--- src/rtl/ex_mem_stage.sv ---
// EX/MEM pipeline register with valid/ready handshake, optional 2-entry skid
// buffer, flush, and valid-qualified control/forwarding outputs.
module ex_mem_stage #(
  parameter int DATA_W = 32,
  parameter int ADDR_W = 5,
  parameter int WB_W   = 2,
  parameter int M_W    = 2,
  parameter int SKID   = 1
) (
  input  logic              clk_i,
  input  logic              rst_i,
  input  logic              valid_i,
  output logic              ready_o,
  input  logic              flush_i,
  input  logic [WB_W-1:0]   WB_i,
  input  logic [M_W-1:0]    M_i,
  input  logic [ADDR_W-1:0] RDaddr_i,
  input  logic [DATA_W-1:0] ALUdata_i,
  input  logic [DATA_W-1:0] mux7_i,
  output logic              valid_o,
  input  logic              ready_i,
  output logic [WB_W-1:0]   WB_o,
  output logic              FW_o,
  output logic              MemRead_o,
  output logic              MemWrite_o,
  output logic [ADDR_W-1:0] RDaddr_o,
  output logic [DATA_W-1:0] ALUdata_o,
  output logic [DATA_W-1:0] data_o
);

  localparam int PW = WB_W + M_W + ADDR_W + 2*DATA_W;

  logic [PW-1:0] in_pl, main_q, main_d, skid_q, skid_d;
  logic          main_v_q, main_v_d, skid_v_q, skid_v_d;
  logic          ready, accept, retire;
  logic [WB_W-1:0] wb_h;
  logic [M_W-1:0]  m_h;

  assign in_pl  = {WB_i, M_i, RDaddr_i, ALUdata_i, mux7_i};
  assign retire = main_v_q & ready_i;

  // Skid build keeps ready purely registered so ready_i never reaches ready_o.
  generate
    if (SKID != 0) begin : g_skid
      assign ready = !skid_v_q;
    end else begin : g_noskid
      assign ready = !main_v_q | ready_i;
    end
  endgenerate

  assign ready_o = ready & !rst_i;
  assign accept  = valid_i & ready_o;

  always_comb begin
    main_d   = main_q;
    main_v_d = main_v_q;
    skid_d   = skid_q;
    skid_v_d = skid_v_q;
    if (flush_i) begin
      main_v_d = 1'b0;
      skid_v_d = 1'b0;
    end else if (SKID != 0) begin
      if (!main_v_q || retire) begin
        if (skid_v_q) begin
          main_d   = skid_q;
          main_v_d = 1'b1;
          skid_v_d = accept;
          if (accept) skid_d = in_pl;
        end else begin
          main_v_d = accept;
          if (accept) main_d = in_pl;
        end
      end else if (accept) begin
        skid_d   = in_pl;
        skid_v_d = 1'b1;
      end
    end else begin
      if (accept) begin
        main_d   = in_pl;
        main_v_d = 1'b1;
      end else if (retire) begin
        main_v_d = 1'b0;
      end
    end
  end

  always_ff @(posedge clk_i) begin
    if (rst_i) begin
      main_q   <= '0;
      skid_q   <= '0;
      main_v_q <= 1'b0;
      skid_v_q <= 1'b0;
    end else begin
      main_q   <= main_d;
      skid_q   <= skid_d;
      main_v_q <= main_v_d;
      skid_v_q <= skid_v_d;
    end
  end

  assign {wb_h, m_h, RDaddr_o, ALUdata_o, data_o} = main_q;

  assign valid_o    = main_v_q;
  assign WB_o       = wb_h & {WB_W{main_v_q}};
  assign MemRead_o  = main_v_q & m_h[0];
  assign MemWrite_o = main_v_q & m_h[1];
  assign FW_o       = main_v_q & wb_h[0] & (RDaddr_o != '0);

endmodule

--- config.mk ---
export PLATFORM = sky130hd
export DESIGN_NAME = ex_mem_stage
export DESIGN_NICKNAME = d
export VERILOG_FILES = /design/src/rtl/ex_mem_stage.sv
export SDC_FILE = /design/constraint.sdc
export NUM_CORES = 1
export LEC_CHECK = 0
export CAP_MARGIN = 20
export CORE_ASPECT_RATIO = 1.75
export CORE_MARGIN = 4
export CORE_UTILIZATION = 45
export DETAILED_ROUTE_END_ITERATION = 10
export GPL_ROUTABILITY_DRIVEN = 0
export PLACE_DENSITY_LB_ADDON = 0.3
export RECOVER_POWER = 100
export SYNTH_ARGS = -nofsm -noshare
export SYNTH_HDL_FRONTEND = slang
export SYNTH_SLANG_ARGS = --single-unit
--- constraint.sdc ---
create_clock -name clk_i -period 1.8 [get_ports clk_i]
set_input_delay 0.36 -clock clk_i [delete_from_list [all_inputs] [get_ports clk_i]]
set_output_delay 0.36 -clock clk_i [all_outputs]
set_load 0.005 [all_outputs]
==> results of run 1 <==
[state kept, by name, summed over array words and instances, names as in the netlist]
register  cells
main_q       73
skid_q       73
skid_v_q      1
valid_o       1
[where the power goes]
part / leakage [nW] / switching [mW] / internal [mW]
Combinational: 2.01 / 0.344 / 0.410
Sequential: 1.20 / 0.0319 / 3.34
Clock: 0.275 / 1.47 / 1.88
Total: 3.49 / 1.85 / 5.64
[routing by layer]
| layer | vias up | global-route usage | wire length (µm) |
|---|---|---|---|
| li1 | 2836 | - | - |
| met1 | 2711 | 0.222 | 7090 |
| met2 | 125 | 0.322 | 8820 |
| met3 | 32 | 0.0368 | 652 |
| met4 | 0 | 0.0821 | 514 |
| met5 | - | 0 | 0 |
[final cells by class]
| cell class | instances | area (µm²) |
|---|---|---|
| clock inverter | 13 | 116 |
| multi-input combinational | 528 | 3510 |
| timing repair buffer | 180 | 1860 |
| tap | 189 | 236 |
| clock buffer | 19 | 453 |
| inverter | 1 | 3.75 |
| fill | 1470 | 6880 |
| sequential | 148 | 2970 |
[kinds of logic after synthesis]
family	Yosys count	synth area share
AOI/OAI and AO/OA	149	0.102
and+or+nand+nor	233	0.160
muxes	146	0.210
DFF	148	0.400
buffers and inverters	143	0.127
[synth_stat cells]
| cell | n |
|---|---|
| nor4b_1 | 1 |
| nor2_1 | 76 |
| mux2_2 | 73 |
| mux2i_1 | 73 |
| buf_1 | 2 |
| o21ai_1 | 59 |
| or4_1 | 1 |
| buf_2 | 19 |
| or4b_4 | 1 |
| o211ai_2 | 1 |
| inv_1 | 1 |
| o21a_1 | 1 |
| a21oi_1 | 73 |
| and2_1 | 4 |
| nor2b_1 | 75 |
| dfxtp_1 | 148 |
| buf_6 | 15 |
| nand2b_1 | 2 |
| o21ai_0 | 14 |
| nand3_1 | 73 |
| clkbuf_2 | 1 |
| clkbuf_1 | 35 |
| a211oi_1 | 1 |
| buf_4 | 70 |
[worst reg2reg max path, cell delays in order, from the launching register on]
cell and delay (ps):
dfxtp_2 400, clkbuf_2 500, nand2b_1 310, buf_12 240, o21ai_1 100, a21oi_1 160
[repair_timing]
item	CTS	global route
setup endpoints to repair	5	4
setup buffers	1	1
pin swaps	2	1
resized for setup	10	0
[worst max-delay path by stage]
stage / cells past startpoint / slack [ps] / endpoint / from
floorplan: 6 / 210 / skid_q[63]$_SDFFE_PP0P_ / rst_i
CTS: 3 / -130 / FW_o / main_q[66]$_SDFFE_PP0P_
global placement: 5 / -190 / skid_q[6]$_SDFFE_PP0P_ / ready_i
detailed placement: 5 / -220 / skid_q[11]$_SDFFE_PP0P_ / ready_i
finish: 3 / -90 / FW_o / main_q[66]$_SDFFE_PP0P_
global route: 3 / -140 / FW_o / main_q[66]$_SDFFE_PP0P_
[metrics by stage]
stage	instance area [µm²]	worst slack, ps	util
after floorplan	7400	208	-
after global placement	8630	-193	0.538
after detailed placement	8630	-222	0.538
after CTS	9210	-131	0.574
after global routing	9150	-143	0.571
final	9150	-87.5	0.571
==> metrics.md, run 1 <==
| Metric | Value |
|---|---|
| Min-delay src | `rst_i` |
| Hold Path End | `valid_o$_SDFFE_PP0P_` |
| Bufs and invs on worst path | `1` |
| Syn_area_per_cell | `9.03 µm²` |
| Antenna fix cells | `0` |
| Die Ht | `178 µm` |
| Hpwl dp | `11100 µm` |
| Mapped Area | `7400 µm²` |
| Worst reg-to-reg setup slack | `20 ps` |
| Worst hold slack | `169 ps` |
| CP endpoint kind | `output port` |
| Max-cap violations | `0` |
| Synthesized flop and latch total | `148` |
| I/O Buffers | `153` |
| Worst slew pin tran | `589 ps` |
| Post-Synthesis Cells | `819` |
| Failing checks | `setup timing` |
| Initial DRC Count | `228` |
| Setup slack after layout | `-87.5 ps` |
| Min Tclk post-route | `1890 ps` |
| Max Slew Vio Count | `0` |
| Status | `complete, but fails checks` |
| Worst slew margin | `0.608` |
| Critical Path RT | `1440 ps` |
| Worst path top cell family by delay | `simple AND/OR/NAND/NOR gates` |
| Timing-limited maximum frequency | `530 MHz` |
| # rows | `61` |
| Setup violators final | `27` |
| Final hold violation count | `0` |
| Power Density | `818 nW/µm²` |
| WL per Instance | `15.8 µm` |
| Worst R2R Path Depth | `5` |
| CTS tree | `yes` |
| Synth Warn # | `0` |
| First-pass GRT wire length | `28200 µm` |
| Vias/cell | `5.29` |
| CTS Buf Count | `17` |
| Most frequent cells in the layout | `dfxtp_1 (145), clkdlybuf4s50_1 (84), nor2_1 (76)` |
| Crit path max fanout | `2` |
| All-Layer GR Usage | `0.186` |
| Yosys cell types | `24` |
| Clock sinks | `148` |
| CP startpoint kind | `register` |
| Clock Latency Late Sink | `420 ps` |
| RSZ-0062 raised after global routing | `yes` |
| Crit Path Category | `register to output port` |
| Worst-path cell chain | `or4_1 > o21a_1 > buf_2` |
| Pleak | `3.49 nW` |
| Share of post-route cells with drive strength above 1 | `0.157` |
| Peak VDD IR | `632 µV` |
| Reg clk slew, reported paths | `70 ps` |
| Critical Path Slowest Stage Cell | `or4_1` |
| Initial antenna violation count | `0` |
| Worst path max stage delay | `510 ps` |
| Initial core utilization | `0.462` |
| Area grow syn2layout | `23.6%` |
| Die footprint | `18600 µm²` |
| Fin cells | `1078` |
| Crit path DAT | `1530 ps` |
| DRT Pass-1 Iters | `4` |
| DRC viols | `0` |
| H-tree depth | `4` |
| Longest Clk Path Bufs | `2` |
| Die Wd | `105 µm` |
| Cells on Worst Hold Path | `2` |
| Most common cell after layout, fill and taps aside | `dfxtp_1` |
| Final net count | `954` |
| Tot Pwr | `7.48 mW` |
| Cell accounting for the most synthesized area | `dfxtp_1` |
| Largest net degree at the start of global routing | `143` |
| Top cells by area, synth | `dfxtp_1 (40%), mux2_2 (11%), mux2i_1 (9.9%), buf_4 (7.1%), nor2b_1 (6.3%)` |
| GRT overflow | `0` |
| Final ANT Viol Nets | `0` |
| Worst clock skew | `9.26 ps` |
| Post-synth top area share | `0.400` |
| Mapped Nets | `897` |
| Core area | `16000 µm²` |
| Reg2reg start | `skid_v_q$_SDFFE_PP0P_` |
| Hold-fix buffers at CTS | `0` |
| Sequential-to-total area share from yosys stat | `0.400` |
| Worst reg2reg path endpoint | `skid_q[32]$_SDFFE_PP0P_` |
| Vias in the first global route | `5669` |
| Final setup TNS | `-1180 ps` |
| Routed WL | `17100 µm` |
| Dpl cells | `1044` |
| Io pins | `154` |
| Via count | `5704` |
| CTS root buf | `clkbuf_16` |
| Part of the cycle the worst path needs | `1.05` |
| HP Class | `primary input to register` |
Note: power is estimated with default switching activity, not from simulation.
==> inputs of run 2 (changes only) <==
- CAP_MARGIN: 20 -> unset
- CTS_BUF_LIST: unset -> sky130_fd_sc_hd__clkbuf_8
==> metrics.md, run 2 (synthesized netlist as in run 1, its figures left out) <==
| Metric | Value |
|---|---|
| Most frequent cells in the layout | `dfxtp_1 (145), clkdlybuf4s50_1 (104), nor2_1 (76)` |
| Reg clk slew, reported paths | `100 ps` |
| Final hold violation count | `0` |
| Max Slew Vio Count | `0` |
| Setup slack after layout | `-121 ps` |
| Routed WL | `17100 µm` |
| Dpl cells | `1044` |
| Antenna fix cells | `0` |
| Crit Path Category | `register to output port` |
| CP endpoint kind | `output port` |
| Fin area | `8940 µm²` |
| Sw Share | `0.265` |
| Crit path DAT | `1560 ps` |
| DRT Pass-1 Iters | `5` |
| Io pins | `154` |
| Worst clock skew | `19.2 ps` |
| CTS tree | `yes` |
| Initial antenna violation count | `0` |
| Timing-limited maximum frequency | `521 MHz` |
| Vias/cell | `5.28` |
| Worst-path cell chain | `or4_1 > o21a_1 > buf_2` |
| Pleak | `3.35 nW` |
| CP startpoint kind | `register` |
| Internal | `4.83 mW` |
| Fin cells | `1078` |
| GRT overflow | `0` |
| Crit path max fanout | `2` |
| Initial DRC Count | `239` |
| Worst path max stage delay | `510 ps` |
| Clock power share | `0.371` |
| Logic pwr share | `0.115` |
| Part of the cycle the worst path needs | `1.07` |
| All-Layer GR Usage | `0.185` |
| Die footprint | `18600 µm²` |
| Worst reg-to-reg setup slack | `20 ps` |
| Area grow syn2layout | `20.9%` |
| Status | `complete, but fails checks` |
| Placed cell areas | `8630 µm²` |
| Most common cell after layout, fill and taps aside | `dfxtp_1` |
| Switch Pwr | `1.74 mW` |
| Hold Path End | `valid_o$_SDFFE_PP0P_` |
| RSZ-0062 raised after global routing | `yes` |
| Setup violators final | `1` |
| Power Density | `735 nW/µm²` |
| CTS Buf Count | `17` |
| Final net count | `954` |
| Hpwl dp | `11100 µm` |
| CTS root buf | `clkbuf_8` |
| Biggest regs | `main_q x73, skid_q x73` |
| Core area | `16000 µm²` |
| H-tree depth | `4` |
| Clock Latency Late Sink | `440 ps` |
| Worst hold slack | `154 ps` |
| Die Ht | `178 µm` |
| Reg2reg start | `valid_o$_SDFFE_PP0P_` |
| Peak VDD IR | `425 µV` |
| Critical Path Slowest Stage Cell | `or4_1` |
| First-pass GRT wire length | `28100 µm` |
| Die Wd | `105 µm` |
| Largest net degree at the start of global routing | `143` |
| Min Tclk post-route | `1920 ps` |
| Worst slew margin | `0.598` |
| Share of post-route cells with drive strength above 1 | `0.156` |
| Seq pwr share | `0.513` |
| # rows | `61` |
| HP Class | `primary input to register` |
| Longest Clk Path Bufs | `2` |
| Worst reg2reg path endpoint | `main_q[49]$_SDFFE_PP0P_` |
| Via count | `5694` |
| Final core area utilization | `0.558` |
| Vias in the first global route | `5590` |
| Worst slew pin tran | `603 ps` |
| Critical Path RT | `1440 ps` |
| Final ANT Viol Nets | `0` |
| Worst path top cell family by delay | `simple AND/OR/NAND/NOR gates` |
| Clock sinks | `148` |
| I/O Buffers | `153` |
| Failing checks | `setup timing` |
| DRC viols | `0` |
| Tot Pwr | `6.57 mW` |
| Bufs and invs on worst path | `1` |
| Max-cap violations | `0` |
| WL per Instance | `15.8 µm` |
| Initial core utilization | `0.462` |
| Worst R2R Path Depth | `5` |
| Cells on Worst Hold Path | `2` |
| Min-delay src | `rst_i` |
## run 2: changes by cell type in the layout (fill, tap and decap cells not counted), moves of 2 or more
cell             before  now
dlygate4sd3_1        66   42
buf_12               11    9
dlymetal6s2s_1        0    2
clkbuf_16            17    0
clkbuf_8              2   19
clkdlybuf4s50_1      84  104
## run 2: per-layer routing
metal	wire length, µm	global-route usage	up-vias
met5	0	0	-
met4	399	0.0744	0
met2	8830	0.320	142
met1	7140	0.224	2698
met3	708	0.0349	19
li1	-	-	2835
## run 2: stage by stage
stage               setup TNS [ps]  worst slack, ps
CTS                           -176             -176
finish                        -121             -121
global placement            -22270             -193
floorplan                        0              208
detailed placement          -25470             -222
global route                 -3740             -195
## run 2: worst max-delay path by stage
stage                                  from                 endpoint  slack [ps]  cells past startpoint
detailed placement                  ready_i  skid_q[11]$_SDFFE_PP0P_        -220                      5
global route        main_q[66]$_SDFFE_PP0P_                     FW_o        -200                      3
global placement                    ready_i   skid_q[6]$_SDFFE_PP0P_        -190                      5
finish              main_q[66]$_SDFFE_PP0P_                     FW_o        -120                      3
floorplan                             rst_i  skid_q[63]$_SDFFE_PP0P_         210                      6
CTS                 main_q[66]$_SDFFE_PP0P_                     FW_o        -180                      3
## run 2: layout make-up
| type | instances | area, µm² |
|---|---|---|
| timing repair buffer | 180 | 1850 |
| clock inverter | 13 | 116 |
| sequential | 148 | 2970 |
| tap | 189 | 236 |
| fill | 1484 | 7090 |
| clock buffer | 19 | 262 |
| multi-input combinational | 528 | 3510 |
| inverter | 1 | 3.75 |
## run 2: power groups by stage
stage	Combinational [mW]	Sequential, mW	Clock [mW]
2_1_floorplan	0.440	3.44	0
3_3_place_gp	0.785	3.45	0
3_5_place_dp	0.790	3.45	0
4_1_cts	0.796	3.37	2.52
5_1_grt	0.827	3.38	2.68
6_report	0.758	3.37	2.44
## run 2: timing repair
action,4_1_cts,5_1_grt
setup buffers,2,0
endpoints found under the setup margin,6,4
hold buffers,0,0
gates resized for setup,10,3
pin swaps,2,1
==> inputs of run 3 (changes only) <==
- GPL_ROUTABILITY_DRIVEN: 0 -> unset
==> results of run 3 <==
Same layout as run 2: the final DEF is identical, and so are final timing and power.
